==> src/rtl/arch_defs_pkg.sv <==
// ============================================================================
// Module   : arch_defs_pkg
// Brief    : SAP-2 opcode encodings and the shared instruction-length decode.
// Revision : 1.0 - initial release
// ============================================================================
`default_nettype none

package arch_defs_pkg;

  typedef enum logic [7:0] {
    OP_NOP     = 8'h00,
    OP_INR_B   = 8'h04,
    OP_DCR_B   = 8'h05,
    OP_LDI_B   = 8'h06,
    OP_INR_C   = 8'h0C,
    OP_DCR_C   = 8'h0D,
    OP_LDI_C   = 8'h0E,
    OP_RAL     = 8'h17,
    OP_RAR     = 8'h1F,
    OP_CMA     = 8'h2F,
    OP_STA     = 8'h32,
    OP_LDA     = 8'h3A,
    OP_INR_A   = 8'h3C,
    OP_DCR_A   = 8'h3D,
    OP_LDI_A   = 8'h3E,
    OP_HLT     = 8'h76,
    OP_MOV_A_B = 8'h78,
    OP_MOV_A_C = 8'h79,
    OP_ADD_B   = 8'h80,
    OP_ADD_C   = 8'h81,
    OP_SUB_B   = 8'h90,
    OP_SUB_C   = 8'h91,
    OP_ANA_B   = 8'hA0,
    OP_XRA_B   = 8'hA8,
    OP_ORA_B   = 8'hB0,
    OP_JNZ     = 8'hC2,
    OP_JMP     = 8'hC3,
    OP_RET     = 8'hC9,
    OP_JZ      = 8'hCA,
    OP_CALL    = 8'hCD,
    OP_OUT     = 8'hD3,
    OP_IN      = 8'hDB,
    OP_ANI     = 8'hE6,
    OP_XRI     = 8'hEE,
    OP_ORI     = 8'hF6,
    OP_JN      = 8'hFA
  } opcode_t;

  // Anything not listed (including undefined encodings) is a single byte.
  function automatic logic [1:0] instr_length(input logic [7:0] op);
    logic [1:0] len;
    len = 2'd1;
    case (op)
      OP_LDI_A, OP_LDI_B, OP_LDI_C,
      OP_ANI, OP_ORI, OP_XRI,
      OP_IN, OP_OUT:                  len = 2'd2;
      OP_LDA, OP_STA, OP_JMP, OP_JZ,
      OP_JNZ, OP_JN, OP_CALL:         len = 2'd3;
      default:                        len = 2'd1;
    endcase
    return len;
  endfunction

endpackage

`default_nettype wire

==> src/rtl/fetch_sequencer_if.sv <==
// ============================================================================
// Module   : fetch_sequencer_if
// Brief    : Memory read port and fetch/execute handshake of the fetch stage.
// Revision : 1.0 - initial release
// ============================================================================
`default_nettype none

interface fetch_sequencer_if #(
  parameter int ADDR_WIDTH = 16,
  parameter int DATA_WIDTH = 8
) ();

  logic [ADDR_WIDTH-1:0] mem_addr;
  logic                  mem_rd;
  logic [DATA_WIDTH-1:0] mem_data;
  logic [ADDR_WIDTH-1:0] pc;
  logic [DATA_WIDTH-1:0] opcode;
  logic [DATA_WIDTH-1:0] operand_lo;
  logic [DATA_WIDTH-1:0] operand_hi;
  logic                  ir_valid;
  logic                  ir_ready;
  logic                  exec_done;
  logic                  branch_taken;
  logic                  halt_req;
  logic                  halted;

  modport master (
    output mem_addr, mem_rd, pc, opcode, operand_lo, operand_hi, ir_valid, halted,
    input  mem_data, ir_ready, exec_done, branch_taken, halt_req
  );

  modport slave (
    input  mem_addr, mem_rd, pc, opcode, operand_lo, operand_hi, ir_valid, halted,
    output mem_data, ir_ready, exec_done, branch_taken, halt_req
  );

endinterface

`default_nettype wire

==> src/rtl/fetch_sequencer.sv <==
// ============================================================================
// Module   : fetch_sequencer
// Brief    : SAP-2 instruction fetch: PC, byte-serial fetch, issue, branch/halt.
// Revision : 1.0 - initial release
// ============================================================================
`default_nettype none

module fetch_sequencer
  import arch_defs_pkg::*;
#(
  parameter int                    ADDR_WIDTH   = 16,
  parameter int                    DATA_WIDTH   = 8,
  parameter logic [ADDR_WIDTH-1:0] RESET_VECTOR = 16'hF000
) (
  input  wire logic       clk,
  input  wire logic       reset,
  fetch_sequencer_if.master bus
);

  typedef enum logic [2:0] {
    ST_ADDR  = 3'd0,
    ST_WAIT  = 3'd1,
    ST_LATCH = 3'd2,
    ST_NEXT  = 3'd3,
    ST_ISSUE = 3'd4,
    ST_EXEC  = 3'd5,
    ST_HALT  = 3'd6
  } fetch_state_t;

  fetch_state_t          r_state;
  fetch_state_t          w_state_next;
  logic [1:0]            r_idx;
  logic [ADDR_WIDTH-1:0] r_pc;
  logic [DATA_WIDTH-1:0] r_rdata;
  logic [DATA_WIDTH-1:0] r_opcode;
  logic [DATA_WIDTH-1:0] r_lo;
  logic [DATA_WIDTH-1:0] r_hi;
  logic                  r_halted;
  logic [1:0]            w_len;
  logic                  w_more;

  assign w_len  = instr_length(r_opcode);
  assign w_more = (r_idx + 2'd1) < w_len;

  always_comb begin
    w_state_next = r_state;
    case (r_state)
      ST_ADDR:  w_state_next = ST_WAIT;
      ST_WAIT:  w_state_next = ST_LATCH;
      ST_LATCH: w_state_next = ST_NEXT;
      ST_NEXT:  w_state_next = w_more ? ST_ADDR : ST_ISSUE;
      ST_ISSUE: if (bus.ir_ready) w_state_next = ST_EXEC;
      ST_EXEC:  if (bus.exec_done) w_state_next = bus.halt_req ? ST_HALT : ST_ADDR;
      ST_HALT:  w_state_next = ST_HALT;
      default:  w_state_next = ST_ADDR;
    endcase
  end

  always_ff @(posedge clk) begin
    if (!reset) begin
      r_state  <= ST_ADDR;
      r_idx    <= 2'd0;
      r_pc     <= RESET_VECTOR;
      r_rdata  <= '0;
      r_opcode <= '0;
      r_lo     <= '0;
      r_hi     <= '0;
      r_halted <= 1'b0;
    end else begin
      r_state  <= w_state_next;
      r_halted <= (w_state_next == ST_HALT);
      case (r_state)
        // Memory data is only guaranteed during the WAIT cycle, so hold it here.
        ST_WAIT: r_rdata <= bus.mem_data;
        ST_LATCH: begin
          case (r_idx)
            2'd0: begin
              r_opcode <= r_rdata;
              r_lo     <= '0;
              r_hi     <= '0;
            end
            2'd1:    r_lo <= r_rdata;
            default: r_hi <= r_rdata;
          endcase
        end
        ST_NEXT: begin
          r_pc  <= r_pc + ADDR_WIDTH'(1);
          r_idx <= w_more ? (r_idx + 2'd1) : 2'd0;
        end
        ST_EXEC: begin
          if (bus.exec_done && bus.branch_taken)
            r_pc <= ADDR_WIDTH'({r_hi, r_lo});
        end
        default: ;
      endcase
    end
  end

  // Read strobe is suppressed while reset is held, even though the state sits in ADDR.
  assign bus.mem_rd     = (r_state == ST_ADDR) && reset;
  assign bus.mem_addr   = r_pc;
  assign bus.ir_valid   = (r_state == ST_ISSUE);
  assign bus.pc         = r_pc;
  assign bus.opcode     = r_opcode;
  assign bus.operand_lo = r_lo;
  assign bus.operand_hi = r_hi;
  assign bus.halted     = r_halted;

endmodule

`default_nettype wire
==> src/flat_wrapper.sv <==
// flat-port wrapper written by rule: the top's interface ports become plain ports
module fetch_sequencer_flat import arch_defs_pkg::*;
#(
  parameter int                    ADDR_WIDTH   = 16,
  parameter int                    DATA_WIDTH   = 8,
  parameter logic [ADDR_WIDTH-1:0] RESET_VECTOR = 16'hF000
)
  (clk, reset, bus_mem_addr, bus_mem_rd, bus_pc, bus_opcode, bus_operand_lo, bus_operand_hi, bus_ir_valid, bus_halted, bus_mem_data, bus_ir_ready, bus_exec_done, bus_branch_taken, bus_halt_req);
  fetch_sequencer_if #(.ADDR_WIDTH(ADDR_WIDTH), .DATA_WIDTH(DATA_WIDTH)) bus_i ();
  input  wire logic clk;
  input  wire logic reset;
  output wire logic [$bits(bus_i.mem_addr)-1:0] bus_mem_addr;
  output wire logic [$bits(bus_i.mem_rd)-1:0] bus_mem_rd;
  output wire logic [$bits(bus_i.pc)-1:0] bus_pc;
  output wire logic [$bits(bus_i.opcode)-1:0] bus_opcode;
  output wire logic [$bits(bus_i.operand_lo)-1:0] bus_operand_lo;
  output wire logic [$bits(bus_i.operand_hi)-1:0] bus_operand_hi;
  output wire logic [$bits(bus_i.ir_valid)-1:0] bus_ir_valid;
  output wire logic [$bits(bus_i.halted)-1:0] bus_halted;
  input wire logic [$bits(bus_i.mem_data)-1:0] bus_mem_data;
  input wire logic [$bits(bus_i.ir_ready)-1:0] bus_ir_ready;
  input wire logic [$bits(bus_i.exec_done)-1:0] bus_exec_done;
  input wire logic [$bits(bus_i.branch_taken)-1:0] bus_branch_taken;
  input wire logic [$bits(bus_i.halt_req)-1:0] bus_halt_req;
  assign bus_mem_addr = bus_i.mem_addr;
  assign bus_mem_rd = bus_i.mem_rd;
  assign bus_pc = bus_i.pc;
  assign bus_opcode = bus_i.opcode;
  assign bus_operand_lo = bus_i.operand_lo;
  assign bus_operand_hi = bus_i.operand_hi;
  assign bus_ir_valid = bus_i.ir_valid;
  assign bus_halted = bus_i.halted;
  assign bus_i.mem_data = bus_mem_data;
  assign bus_i.ir_ready = bus_ir_ready;
  assign bus_i.exec_done = bus_exec_done;
  assign bus_i.branch_taken = bus_branch_taken;
  assign bus_i.halt_req = bus_halt_req;
  fetch_sequencer #(.ADDR_WIDTH(ADDR_WIDTH), .DATA_WIDTH(DATA_WIDTH), .RESET_VECTOR(RESET_VECTOR)) u_core (.clk(clk), .reset(reset), .bus(bus_i));
endmodule
==> config.mk <==
export PLATFORM = sky130hd
export DESIGN_NAME = fetch_sequencer_flat
export DESIGN_NICKNAME = d
export VERILOG_FILES = /design/src/rtl/arch_defs_pkg.sv /design/src/rtl/fetch_sequencer_if.sv /design/src/rtl/fetch_sequencer.sv /design/src/flat_wrapper.sv
export SDC_FILE = /design/constraint.sdc
export NUM_CORES = 1
export LEC_CHECK = 0
export CAP_MARGIN = 40
export CORE_UTILIZATION = 40
export DETAILED_ROUTE_END_ITERATION = 7
export PLACE_DENSITY_LB_ADDON = 0.08
export SETUP_SLACK_MARGIN = 0.15
export SYNTH_ARGS = -nofsm -noshare
export SYNTH_HDL_FRONTEND = slang
export SYNTH_SLANG_ARGS = --single-unit
export TNS_END_PERCENT = 100
==> constraint.sdc <==
create_clock -name clk -period 4.04 [get_ports clk]
set_input_delay 0.606 -clock clk [delete_from_list [all_inputs] [get_ports clk]]
set_output_delay 0.606 -clock clk [all_outputs]
set_load 0.01 [all_outputs]
==> metrics.cfg <==
[worst_setup_path]
crit_required_ns = 3.43
cp_data_arrival_time_ns = 2.24
end_kind = output pin
worstSetupPathType = in2out
path_max_fanout = 11
critPathLaunchType = primary input

[power_and_ir_drop]
ir_drop_mv = 0.188
p_leak_uw = 0.00120
p_per_area_nw_per_um2 = 281

[global_routing]
grt.total_usage = 0.206
grt_pass1_wl_um = 12100
grt_overflow = 0
grt_pass1_vias = 2400
grt_start_max_net_pins = 48
antenna_found_initial = 0

[clock_network]
cts.sink_count = 54
htree_levels = 2
cts_max_path_buffers = 2
post-cts-setup-buffers = 0
clk_pin_slew_worst_paths_ns = 0.10
clock_latency_ns = 0.32
cts_tree = built
cts_hold_buf = 0
cts_resized = 0
tritoncts.num_buffers = 5
root_buffer = clkbuf_8

[cells_and_area]
multiInputGateArea_um2 = 1510
nFillCells = 658
fin_area_um2 = 3590
diodes = 0
ff_latch_area_um2 = 1080
layout-drive-gt1-share = 0.0537
nets = 408
layout_common_cells = 72 x clkdlybuf4s50_1, 54 x dfxtp_1, 38 x nand2_1
syn_to_final_growth_pct = 25.3
final_common_cell = clkdlybuf4s50_1

[sta]
worstMarginPinSlew_ns = 0.821
fin_crit_ns = 2.85
rsz0062_at_grt = no
fin_crit_sh = 0.705
slew_violations = 0
setup_tns_ns = 0
hold_viol = 0
finalSetupViolations = 0
fmax_ghz = 0.351
skew_ns = 0.0108
max_slew_margin = 0.453

[drt]
drtIter0Drc = 101
drt-total-wl_um = 7450
wire_per_inst_um = 15.3
ant_nets = 0
via_count = 2663
vias_per_cell = 5.47
drc_errors = 0
first_pass_iters = 4

[floorplan]
die-area_um2 = 7500
start_util = 0.417
ios = 73
rows = 30
core_um2 = 6870
die-width_um = 86.6
die_y_um = 86.6

[yosys]
synth-seq-area-share = 0.377
ys_warn_count = 0
postSynthCellCount = 346
synthDistinctLibCells = 60
synth-edff-count = 0
synth_ff_type = dfxtp_1
syn_avg_cell_area_um2 = 8.28
syn_nets = 364
async_flop_share = 0
synth-seq-cells = 54
syn_area_um2 = 2860

[run]
drv_cap = 0

[hold_path]
hp-class = reg2reg

[placement]
port-buffer-count = 72
globalplace.congestion = 0.777
placed_area_um2 = 3490
dpl.hpwl_um = 5050

[outcome]
status = complete, no violations

power breakdown:
part	total [uW]	switching [uW]	internal, uW	leakage [uW]
Sequential	570	25.3	545	0.000437
Combinational	112	59.8	52.3	0.000712
Clock	327	198	129	0.0000502
per-layer routing:
metal  up-vias  track usage  wire [um]
li1       1329            -          -
met1      1250        0.302       3730
met2        76        0.309       3250
met3         8       0.0381        388
met4         0       0.0561         80
met5         -            0          0
sequential cells by signal, indices dropped and copies added (netlist names):
name	count
u_core.bus.opcode	8
u_core.bus.mem_addr	16
u_core.r_state	3
u_core.r_rdata	8
u_core.r_idx	2
u_core.bus.operand_hi	8
u_core.bus.halted	1
u_core.bus.operand_lo	8
critical path: stages:
cell and delay (ns):
clkdlybuf4s50_1 0.75, inv_1 0.11, nor4_1 0.19, clkdlybuf4s50_1 0.58
cells in the mapped netlist, types with 6 or more instances:
library cell  count  area [um2]
inv_1             9        33.8
dfxtp_1          54        1080
nand2_1          38         143
o21ai_1           6        30.0
a21oi_1          34         170
nor3_1            7        35.0
nand3_1           8        40.0
mux2i_1           8        80.1
a22oi_1           9        67.6
nor2_1           31         116
clkbuf_1         10        37.5
buf_4            18         135
nand3b_1         10        75.1
o21ai_0           9        45.0
buf_2             7        35.0
final timing paths:
check | from | endpoint | slack (ns) | cells past startpoint
hold / removal | u_core.bus.operand_hi[1]$_SDFFE_PN0P_ | u_core.bus.operand_hi[1]$_SDFFE_PN0P_ | 0.49 | 2
hold reg to reg | u_core.bus.operand_hi[1]$_SDFFE_PN0P_ | u_core.bus.operand_hi[1]$_SDFFE_PN0P_ | 0.49 | 2
setup reg to reg | u_core.r_state[2]$_SDFF_PN0_ | u_core.bus.mem_addr[11]$_SDFFE_PN0P_ | 1.91 | 4
setup / recovery | reset | bus_mem_rd | 1.19 | 4
through the flow:
stage | setup WS (ns) | utilization | instances | total power, uW | hold WS, ns
after floorplan | 2.20 | - | 346 | 654 | 0.458
after detailed placement | 1.18 | 0.508 | 479 | 694 | 0.481
after CTS | 1.18 | 0.522 | 487 | 1020 | 0.498
final | 1.19 | 0.522 | 487 | 1010 | 0.493
after global placement | 1.19 | 0.508 | 479 | 693 | 0.481
after global routing | 1.07 | 0.522 | 487 | 1060 | 0.513
layout make-up:
cell class | instances | share of cell area
clock inverter | 3 | 0.00802
timing repair buffer | 75 | 0.207
multi-input combinational | 244 | 0.421
clock buffer | 5 | 0.0192
sequential | 54 | 0.301
tap | 96 | 0.0335
inverter | 10 | 0.0105
kinds of logic (layout without fill, tap and decap cells):
group                    count (synthesis)  in the layout  share of synthesized area
flip-flops                              54             54                      0.377
adder cells (fa/ha/maj)                  4              4                     0.0175
AO/OA/AOI/OAI                           88             88                      0.197
buffers and inverters                   48             93                     0.0957
multiplexers                             8              8                     0.0280
AND/OR/NAND/NOR                        143            143                      0.281
XOR/XNOR                                 1              1                    0.00306
Power figures use the tool's default switching activity.
